## src/rtl/uc_collector.sv

```systemverilog
// Unit-clause collector: per-engine FIFOs served round-robin, with a seen-bitmap
// filter so each distinct nonzero literal reaches the arbiter at most once.

module uc_lane_fifo #(
  parameter int LIT_W = 8,
  parameter int DEPTH = 4,
  parameter int CW    = $clog2(DEPTH) + 1
) (
  input  logic             clk,
  input  logic             flush,
  input  logic             push,
  input  logic [LIT_W-1:0] din,
  input  logic             pop,
  output logic [LIT_W-1:0] head,
  output logic [CW-1:0]    count
);
  localparam int AW = $clog2(DEPTH);

  logic [LIT_W-1:0] mem [DEPTH];
  logic [AW-1:0]    wr_ptr, rd_ptr;
  logic             wr;

  // Full is judged on the registered count, so a pop in the same cycle does not make room.
  assign wr   = push && (count != CW'(DEPTH));
  assign head = mem[rd_ptr];

  always_ff @(posedge clk)
    if (wr && !flush) mem[wr_ptr] <= din;

  always_ff @(posedge clk) begin
    if (flush) begin
      wr_ptr <= '0;
      rd_ptr <= '0;
      count  <= '0;
    end else begin
      if (wr)  wr_ptr <= wr_ptr + 1'b1;
      if (pop) rd_ptr <= rd_ptr + 1'b1;
      count <= count + CW'(wr) - CW'(pop);
    end
  end
endmodule

module uc_collector #(
  parameter int NUM_ENG = 4,
  parameter int LIT_W   = 8,
  parameter int DEPTH   = 4,
  parameter int CNT_W   = 16
) (
  input  logic                     clk,
  input  logic                     rst,
  input  logic                     clear,
  input  logic [NUM_ENG-1:0]       eng_push,
  input  logic [NUM_ENG*LIT_W-1:0] eng_lit,
  output logic [NUM_ENG-1:0]       eng_full,
  output logic                     out_valid,
  output logic [LIT_W-1:0]         out_lit,
  output logic                     idle,
  output logic                     overflow,
  output logic [CNT_W-1:0]         dup_cnt
);
  localparam int PW   = (NUM_ENG > 1) ? $clog2(NUM_ENG) : 1;
  localparam int CW   = $clog2(DEPTH) + 1;
  localparam int MAGS = 2 ** (LIT_W - 1);

  logic                           flush;
  logic [NUM_ENG-1:0][LIT_W-1:0]  head;
  logic [NUM_ENG-1:0][CW-1:0]     cnt;
  logic [NUM_ENG-1:0]             nonempty, pop;
  logic [PW-1:0]                  rr_ptr, rr_nxt, gnt_idx, idx;
  logic                           gnt_any;
  logic [LIT_W-1:0]               hd, neg;
  logic                           pol, hit;
  logic [LIT_W-2:0]               mag;
  logic [MAGS-1:0]                seen_p, seen_n;

  assign flush = rst | clear;

  for (genvar i = 0; i < NUM_ENG; i++) begin : g_lane
    uc_lane_fifo #(.LIT_W(LIT_W), .DEPTH(DEPTH), .CW(CW)) u_fifo (
      .clk   (clk),
      .flush (flush),
      .push  (eng_push[i]),
      .din   (eng_lit[i*LIT_W +: LIT_W]),
      .pop   (pop[i]),
      .head  (head[i]),
      .count (cnt[i])
    );
    assign nonempty[i] = (cnt[i] != '0);
    assign eng_full[i] = (cnt[i] == CW'(DEPTH));
  end

  always_comb begin
    gnt_any = 1'b0;
    gnt_idx = '0;
    idx     = '0;
    pop     = '0;
    for (int k = 0; k < NUM_ENG; k++) begin
      idx = PW'((int'(rr_ptr) + k) % NUM_ENG);
      if (!gnt_any && nonempty[idx]) begin
        gnt_any = 1'b1;
        gnt_idx = idx;
      end
    end
    if (gnt_any) pop[gnt_idx] = 1'b1;
    rr_nxt = (gnt_idx == PW'(NUM_ENG - 1)) ? '0 : gnt_idx + 1'b1;
  end

  // Negative literals index the bitmap by magnitude; the most-negative code folds to 0.
  always_comb begin
    hd  = head[gnt_idx];
    pol = hd[LIT_W-1];
    neg = -hd;
    mag = pol ? neg[LIT_W-2:0] : hd[LIT_W-2:0];
    hit = pol ? seen_n[mag] : seen_p[mag];
  end

  always_ff @(posedge clk) begin
    if (flush) begin
      rr_ptr    <= '0;
      seen_p    <= '0;
      seen_n    <= '0;
      out_valid <= 1'b0;
      out_lit   <= '0;
      overflow  <= 1'b0;
      dup_cnt   <= '0;
    end else begin
      if (|(eng_push & eng_full)) overflow <= 1'b1;
      out_valid <= 1'b0;
      if (gnt_any) begin
        rr_ptr <= rr_nxt;
        if (mag != '0) begin
          if (hit) begin
            if (dup_cnt != '1) dup_cnt <= dup_cnt + 1'b1;
          end else begin
            if (pol) seen_n[mag] <= 1'b1;
            else     seen_p[mag] <= 1'b1;
            out_valid <= 1'b1;
            out_lit   <= hd;
          end
        end
      end
    end
  end

  assign idle = ~|nonempty & ~out_valid;
endmodule

```

## config.mk

```make
export PLATFORM = sky130hd
export DESIGN_NAME = uc_collector
export DESIGN_NICKNAME = d
export VERILOG_FILES = /design/src/rtl/uc_collector.sv
export SDC_FILE = /design/constraint.sdc
export NUM_CORES = 1
export LEC_CHECK = 0
export CORE_MARGIN = 5
export CORE_UTILIZATION = 50
export DETAILED_ROUTE_END_ITERATION = 10
export PLACE_DENSITY = 0.67
export SLEW_MARGIN = 40
export SYNTH_ARGS = -nofsm -noshare
export SYNTH_HDL_FRONTEND = slang
export SYNTH_SLANG_ARGS = --single-unit
```

## constraint.sdc

```tcl
create_clock -name clk -period 6.1 [get_ports clk]
set_input_delay 1.22 -clock clk [delete_from_list [all_inputs] [get_ports clk]]
set_output_delay 1.22 -clock clk [all_outputs]
set_load 0.02 [all_outputs]
```

; Yosys cells after proc, flatten, opt, wreduce, memory -nomap -nowiden
; Memories as Yosys holds them, arrays and structs flattened. A register that Yosys moved wholly into a read port is not among the register bits.
; Cells that the tools add are included.
; Widths: inputs -> output; s select.
[op_classes]
bitwise = 10
n_lt_le_gt_ge = 8
mux = 47
eq_ne = 10
reduce_logical = 30
add_sub_neg = 22
[op_table]
columns = op, n
row1 = $or 128x128->128, 2
row2 = $mux 2, 13
row3 = $mux 1, 22
row4 = $add 2x1->2 const B, 10
row5 = $add 16x1->16 const B, 1
row6 = $bmux 8 s2, 1
row7 = $ne 16x16->1 const B, 1
row8 = $lt 2x3->1 const B, 5
row9 = $bmux 1 s7, 2
row10 = $logic_and 1x1->1, 13
row11 = $add 3x1->3, 4
row12 = $eq 3x3->1 const B, 4
row13 = $ne 3x3->1 const B, 4
row14 = $reduce_and 4->1, 3
row15 = $reduce_bool 3->1, 4
row16 = $sub 3x1->3, 4
row17 = $bmux 1 s2, 4
row18 = $lt 7x8->1 const B, 1
row19 = $mux 8, 1
row20 = $reduce_or 4->1, 2
row21 = $demux 1 s7, 1
row22 = $ge 7x1->1 const B, 1
row23 = $mux 7, 1
row24 = $neg 7->7, 1
row25 = other kinds (13), 22
[word_totals]
word_cells = 150
n_memories = 4
output_inout_bits = 31
input_bits = 39
ff_bits = 312
mem_bits_rw = 128
[mem_list]
columns = name, words, word_bits, read_ports, rd_ports_with_merged_regs, wr, line
row1 = g_lane[0].u_fifo.mem, 4, 8, 1, 1, 1, 19  ; logic [LIT_W-1:0] mem [DEPTH];
row2 = g_lane[1].u_fifo.mem, 4, 8, 1, 1, 1, 19
row3 = g_lane[2].u_fifo.mem, 4, 8, 1, 1, 1, 19
row4 = g_lane[3].u_fifo.mem, 4, 8, 1, 1, 1, 19

; Longest topological paths before layout
; Gate-level depths: netlist of the first run.
[logic_depth]
ltp_word = 22
depth_mapped = 29
ltp_nobuf = 18

; By module
; A second synthesis of the first run with hierarchy kept.
[hier_totals]
cells_unflattened = 1880
hier_area_um2 = 19874.1
[modules_own_cells]
columns = module, seq_area_each_um2, cells_each, instances, area_each_um2
row1 = uc_collector, 5685.5, 1529, 1, 13451.7
row2 = uc_lane_fifo at g_lane[0].u_fifo ..., 1141.1, 88, 3, 1607.8
row3 = uc_lane_fifo at g_lane[1].u_fifo, 1141.1, 87, 1, 1599.0

; Worst setup path after synthesis of the first run
; OpenSTA, ideal clock, no wires.
[synth_timing]
path_type = reg2reg
startpoint = register (tool-made name)
endpoint = register out_lit[5]
setup_time_ns = 0.123
path_slack_ns = 0.731
period_less_slack_ns = 5.369
arrival_ns = 5.246
path_buffers = 9
required_time_ns = 5.977
path_stages_with_launch = 26
path_cell_list = dfxtp_1 -> clkbuf_1 -> mux4_2 -> o211ai_1 -> o211ai_1 -> and2_1 -> buf_2 -> inv_2 -> buf_2 -> buf_2 -> buf_1 -> ha_1 -> inv_1 -> a21oi_1 -> o32ai_2 -> clkbuf_1 -> a32oi_1 -> a31oi_1 -> or4_1 -> o22a_1 -> and3_1 -> buf_4 -> buf_6 -> buf_6 -> o21ai_1 -> o31ai_2
[synth_rtl]
columns = item, line
row1 = end signal: assignment, 123  ; out_lit <= '0;
row2 = end signal: assignment, 138  ; out_lit <= hd;
row3 = end: declaration, 56  ; output logic [LIT_W-1:0] out_lit,

; Final worst setup path of the first run
[layout_timing]
startpoint = register g_lane[1].u_fifo.count[2]
endpoint = register seen_p[16]
[layout_via]
elab_chain_cells = 22
elab_cells_between_ends = 42
cone_classes = 1 x add/sub / 2 x order compare / 26 x mux / 3 x bitwise / 10 x reduce/logical
[layout_rtl]
columns = item, line
row1 = start: declaration, 15  ; output logic [CW-1:0] count
row2 = start signal: assignment, 38  ; count <= count + CW'(wr) - CW'(pop);
row3 = $reduce_bool 3->1 (*), 88  ; assign nonempty[i] = (cnt[i] != '0);
row4 = $bmux 1 s2, 99  ; if (!gnt_any && nonempty[idx]) begin
row5 = $mux 1 (implied by the code), 99
row6 = $mux 1, 99
row7 = $logic_not 1->1, 99
row8 = $logic_and 1x1->1, 99
row9 = $mux 1, 99
row10 = $logic_not 1->1, 99
row11 = [... 6 more ...], n/a
row12 = $mux 8 (implied by the code), 110  ; hd = head[gnt_idx];
row13 = $neg 7->7, 112  ; neg = -hd;
row14 = $mux 7, 113  ; mag = pol ? neg[LIT_W-2:0] : hd[LIT_W-2:0];
row15 = "$bmux 1 s7, or another cell as far along", 114  ; hit = pol ? seen_n[mag] : seen_p[mag];
row16 = $mux 1 (implied by the code) / $logic_and 1x1->1 (equally long branches), "114, 136"
row17 = "$mux 1, on equally long branches", "114, 136"
row18 = $not 1->1 (no source line) / $demux 1 s7 (equally long branches), n/a
row19 = $reduce_and 4->1 (no source line) / $or 128x128->128 (equally long branches), n/a
row20 = end signal: assignment, 120  ; seen_p <= '0;
row21 = end signal: indexed assignment, 136  ; else seen_p[mag] <= 1'b1;
row22 = end: declaration, 74  ; logic [MAGS-1:0] seen_p, seen_n;
; Every way passes the cells marked *; elsewhere a longest branch is shown, timed or not. The select of a mux whose other input is x is not followed.
; A chain may end at the register's enable or synchronous reset.

==> metrics.yaml, run 1 <==
grt:
  grt-ovfl-total: 0
  grt_pass1_vias: 14690
  grt_max_degree: 131
  grt_use_met1: 0.3278
  met2_usage: 0.3804
  gr-max-usage-layer: "met2"
  grt_pass1_wl_mm: 81.40
  antenna_found_initial: 0
  use_met3: 0.03468
  grt_use_total: 0.2368
drt:
  drt-wirelength-per-cell_microns: 20.22
  viasPerCell: 6.125
  dr.pass1.iters: 5
  drtAntennaViolNets: 0
  wl_mm: 51.28
  num_vias: 15530
  drc: 0
  drtIter0Drc: 1507
yosys:
  synth.net_count: 2073
  synth_area_sq_mm: 0.01940
  synth_cell_types: 77
  seq_area_frac_synth: 0.5283
  synth_edf_count: 128
  ys_ff_latch: 448
  avgSynthCellArea_sq_um: 9.700
  ys_warn_count: 0
  async_flop_share: 0
  synth_cells: 2000
  ys.flop_type: "dfxtp_1"
cts:
  clk_pin_slew_ps: 60
  cts_sinks: 448
  cts_buffers: 48
  cts_repair_resize_count: 0
  holdBufCountCts: 0
  clkLatencyLatePin_ps: 590
  htree_levels: 2
  cts.path.max_buffers: 3
  post-cts-setup-buffers: 0
  cts-root-buf: "clkbuf_16"
  cts_tree: "yes"
layout:
  areaGrowthSynthToFinish_pct: 13.65
  multiInputGateArea_sq_mm: 0.008248
  fill_cells: 3352
  instances_no_fill: 2536
  antenna_cells: 0
  seqCellArea_sq_mm: 0.01025
  drive_gt1_frac: 0.1021
  nets: 2052
placement:
  io_buffers: 69
  pre_cts_slack_ps: 529.0
  gp_congestion: 0.8348
  place_inst: 2447
  dp_hpwl_mm: 30.52
timing:
  finalHoldViolations: 0
  rsz0062_at_grt: "no"
  maxSlewHeadroom: 0.4592
  max_freq_mhz: 175.9
  skew_ps: 22.23
  period_minus_slack_ps: 5684
  timing.final.ws_setup_ps: 415.7
  worst_pin_slew_ps: 809.1
  finalSetupViolations: 0
  slew_viol_final: 0
  fin_setup_tns_ps: 0
  fin_crit_sh: 0.9319
worst_setup_path:
  path_max_fanout: 46
  cp_cell_sequence: "or3_1 > nor3_1 > buf_4 > o21a_1 > inv_2 > a211oi_2 > nor2_1 > buf_4 > nor3_4 > buf_4 > o22ai_1 > a41oi_1 > or4_1 > o22a_1 > and3_4 > buf_12 > a31oi_1 > nor2_1"
  path_buf_inv: 5
  crit_slowest_cell: "nor3_4"
  start_kind: "register"
  cp_top_family: "simple AND/OR/NAND/NOR gates"
  cp_data_required_time_ps: 6620
  cpMostUsedCell: "buf_4"
  reg2reg_slack_ps: 420
  end_kind: "register"
  arrival_ps: 6210
  critical_path_class: "reg2reg"
  critical-path-max-stage-delay_ps: 600
floorplanning:
  dieHeight_microns: 207.0
  rows: 72
  coreArea_sq_mm: 0.03856
  initial_utilization: 0.5031
  die_w_microns: 207.0
  dieArea_sq_mm: 0.04284
  pin_count: 70
hold_path:
  hp-class: "reg2reg"
flow_run:
  drv_cap: 0
outcome:
  outcome: "complete, no violations"
Yosys cell counts, types with 5 or more instances:
cell	number	share of area
mux4_2	31	0.036
and3_1	31	0.010
xnor2_1	13	0.0059
buf_2	35	0.0090
buf_6	19	0.011
nand2_1	134	0.026
a41oi_1	13	0.0059
buf_1	7	0.0014
or3_1	15	0.0048
nand4_1	6	0.0019
a21oi_1	16	0.0041
nor3_1	5	0.0013
nand3_1	49	0.013
edfxtp_1	128	0.20
o211ai_1	14	0.0054
o211a_1	5	0.0026
o21ai_0	6	0.0015
a32oi_1	15	0.0068
a31oi_1	270	0.087
a21boi_1	5	0.0019
o2111ai_1	5	0.0023
inv_1	30	0.0058
a21o_1	5	0.0019
and2_1	19	0.0061
mux2i_1	43	0.022
xor2_1	9	0.0041
dfxtp_1	320	0.33
nor2_1	447	0.086
ha_1	30	0.019
or4_1	6	0.0023
clkbuf_1	118	0.023
o22ai_1	61	0.020
metrics by stage:
step | hold WS [ps] | area [sq um] | util
CTS | 465.9 | 22050 | 0.5718
detailed placement | 453.7 | 20450 | 0.5304
floorplan | 436.1 | 19400 | -
global placement | 444.6 | 20380 | 0.5285
finish | 462.8 | 22050 | 0.5718
global route | 479.1 | 22050 | 0.5718
path summary, 6_finish.rpt:
path	from	to	cells past startpoint
worst max register to register	g_lane[1].u_fifo.count[2]	seen_p[16]	18
worst min register to register	seen_p[30]	seen_p[30]	2
worst max-delay path	g_lane[1].u_fifo.count[2]	seen_p[16]	18
worst min-delay path	seen_p[30]	seen_p[30]	2
cells in the final DEF (no fill, tap or decap), drive strengths merged, types with 15 or more instances in the layout:
master         netlist  layout
mux4                31      31
a32oi               15      15
edfxtp             128     128
a21oi               16      16
o22ai               64      64
o211ai              16      16
clkbuf             118      73
clkdlybuf4s50        0      69
buf                 65      43
or3                 15      15
and3                31      31
a31oi              270     270
nor2               448     448
inv                 33      34
nand3               49      49
and2                19      19
ha                  30      30
mux2i               43      43
nand2              134     134
dfxtp              320     320
registers in the layout, indices dropped and copies added (netlist names), named ones only:
signal	cells
out_lit	8
g_lane.u_fifo.wr_ptr	8
out_valid	1
seen_p	128
dup_cnt	16
overflow	1
g_lane.u_fifo.count	12
seen_n	128
g_lane.u_fifo.mem	128
rr_ptr	2
g_lane.u_fifo.rd_ptr	8
final cells by class:
cell class / instances / area share
sequential: 448 / 0.4649
multi-input combinational: 1336 / 0.3741
clock buffer: 73 / 0.06679
timing repair buffer: 112 / 0.05334
tap: 518 / 0.02940
inverter: 33 / 0.005788
clock inverter: 16 / 0.005731
tightest hold or removal path, cell delays in order (launching register included):
cell and delay (ps):
dfxtp_1 320, a31oi_1 40, nor2_1 70
routing by layer:
layer  up-vias  part of all wire
met5         -                 0
met2       597              0.48
met4         0             0.032
met3       110             0.069
li1       7204                 -
met1      7623              0.42
logic make-up after synthesis:
group                    synth area share
AO/OA/AOI/OAI                      0.1632
XOR/XNOR                         0.009933
adder cells (fa/ha/maj)           0.02348
buffers and inverters             0.05231
flip-flops                         0.5283
multiplexers                      0.06050
AND/OR/NAND/NOR                    0.1623
Power of run 1 is left out: the tool's default activity adds up to more than one toggle a clock period on the data nets, which glitch-free logic cannot reach.
==> run 2: changes to the inputs <==
Settings changed: ABC_AREA from default to 0.
==> results of run 2 <==
Same layout as run 1: the final DEF is identical, and so are final timing and power.
Power of run 2 is left out for the same reason.
==> run 3: changes to the inputs <==
Settings changed: SETUP_SLACK_MARGIN from default to 0.3, SKIP_LAST_GASP from default to 1.
==> metrics.yaml, run 3 (same netlist as run 1, synthesis figures left out) <==
drt:
  wl_mm: 51.75
  drt-wirelength-per-cell_microns: 20.29
  viasPerCell: 6.125
  num_vias: 15620
  drtIter0Drc: 1395
  dr.pass1.iters: 6
  drtAntennaViolNets: 0
  drc: 0
layout:
  fill_cells: 3339
  antenna_cells: 0
  nets: 2066
  reg.largest.list: "g_lane.u_fifo.mem (128), seen_n (128), seen_p (128)"
  multiInputGateArea_sq_mm: 0.008272
  drive_gt1_frac: 0.1107
  areaGrowthSynthToFinish_pct: 14.28
  seqCellArea_sq_mm: 0.01025
  post-route-util: 0.5750
  final_common_cell: "nor2_1"
  layout_common_cells: "nor2_1 (426), dfxtp_1 (320), a31oi_1 (270)"
worst_setup_path:
  cp_cell_sequence: "or3_1 > nor3_1 > buf_4 > o21a_1 > o211ai_1 > and2_1 > inv_1 > ha_1 > inv_1 > nand3_1 > a21boi_2 > nor2_1 > o2111ai_1 > a2111oi_1 > a22oi_1 > and3_4 > nor2_4 > mux2_1"
  crit_slowest_cell: "a2111oi_1"
  r2r_start: "g_lane[1].u_fifo.count[2]"
  critical_path_class: "reg2reg"
  cp_top_family: "compound AO/OA/AOI/OAI gates"
  path_max_fanout: 14
  start_kind: "register"
  cp_data_required_time_ps: 6570
  r2r_cells: 18
  cpMostUsedCell: "inv_1"
  worstReg2RegEnd: "out_lit[4]"
  arrival_ps: 5900
  reg2reg_slack_ps: 670
  end_kind: "register"
  critical-path-max-stage-delay_ps: 740
  path_buf_inv: 3
floorplanning:
  initial_utilization: 0.5031
  coreArea_sq_mm: 0.03856
  pin_count: 70
  rows: 72
  dieArea_sq_mm: 0.04284
  dieHeight_microns: 207.0
  die_w_microns: 207.0
cts:
  cts.path.max_buffers: 3
  htree_levels: 2
  holdBufCountCts: 0
  cts_sinks: 448
  cts_tree: "yes"
  clk_pin_slew_ps: 60
  cts-root-buf: "clkbuf_16"
  cts_buffers: 48
  clkLatencyLatePin_ps: 590
timing:
  slew_viol_final: 0
  skew_ps: 20.15
  maxSlewHeadroom: 0.5034
  worst_pin_slew_ps: 744.8
  period_minus_slack_ps: 5432
  fin_setup_tns_ps: 0
  finalHoldViolations: 0
  rsz0062_at_grt: "no"
  fin_crit_sh: 0.8905
  holdWs_ps: 463.7
  max_freq_mhz: 184.1
  finalSetupViolations: 0
placement:
  dp_hpwl_mm: 30.52
  gp_congestion: 0.8348
  io_buffers: 69
grt:
  grt_max_degree: 131
  grt_pass1_wl_mm: 81.40
  grt_use_total: 0.2368
  grt_pass1_vias: 14690
  antenna_found_initial: 0
  grt-ovfl-total: 0
hold_path:
  hp-class: "reg2reg"
  min_to: "seen_p[30]"
  hold_depth: 2
  worstHoldStart: "seen_p[30]"
flow_run:
  drv_cap: 0
outcome:
  outcome: "complete, no violations"
run 3: changes by cell type in the layout (fill, tap and decap cells not counted), sizes merged:
| cell | delta |
|---|---|
| buf | +13 |
| and3 | +1 |
run 3: timing repair:
item	in CTS	in global routing
hold endpoints to repair	0	0
resized for setup	0	5
buffers inserted	0	13
endpoints found under the setup margin	0	210
run 3: area by class of cell:
| type | instances | area share |
|---|---|---|
| clock buffer | 73 | 0.06643 |
| inverter | 33 | 0.005757 |
| multi-input combinational | 1337 | 0.3731 |
| sequential | 448 | 0.4623 |
| tap | 518 | 0.02923 |
| timing repair buffer | 125 | 0.05745 |
| clock inverter | 16 | 0.005700 |
run 3: layer usage:
metal / part of all wire / global-route usage
met2: 0.48 / 0.3804
met4: 0.030 / 0.08924
met5: 0 / 0
met1: 0.42 / 0.3278
met3: 0.068 / 0.03468
run 3: tightest hold or removal path: cells and delay by family, from the launching register on:
kind               cells  cell delay (ps)
AOI/OAI and AO/OA      1               40
DFF                    1              320
and+or+nand+nor        1               70
run 3: worst max-delay path by stage:
| stage | slack [ps] | cells past startpoint | end | startpoint |
|---|---|---|---|---|
| 4_1_cts | 500 | 19 | out_lit[4] | g_lane[1].u_fifo.count[2] |
| 5_1_grt | 290 | 19 | seen_p[13] | g_lane[1].u_fifo.count[2] |
| 6_report | 670 | 18 | out_lit[4] | g_lane[1].u_fifo.count[2] |
| 2_1_floorplan | 730 | 25 | out_lit[5] | register |
| 3_3_place_gp | 510 | 15 | out_lit[4] | g_lane[1].u_fifo.count[2] |
| 3_5_place_dp | 530 | 19 | out_lit[4] | g_lane[1].u_fifo.count[2] |
run 3: per-stage QoR:
stage                     worst slack (ps)  instances  area [sq um]
after floorplan                      730.7       2000         19400
after global placement               509.4       2446         20380
after detailed placement             529.0       2447         20450
after CTS                            499.1       2536         22050
after global routing                 291.7       2550         22170
final                                667.9       2550         22170
Power of run 3 is left out for the same reason.
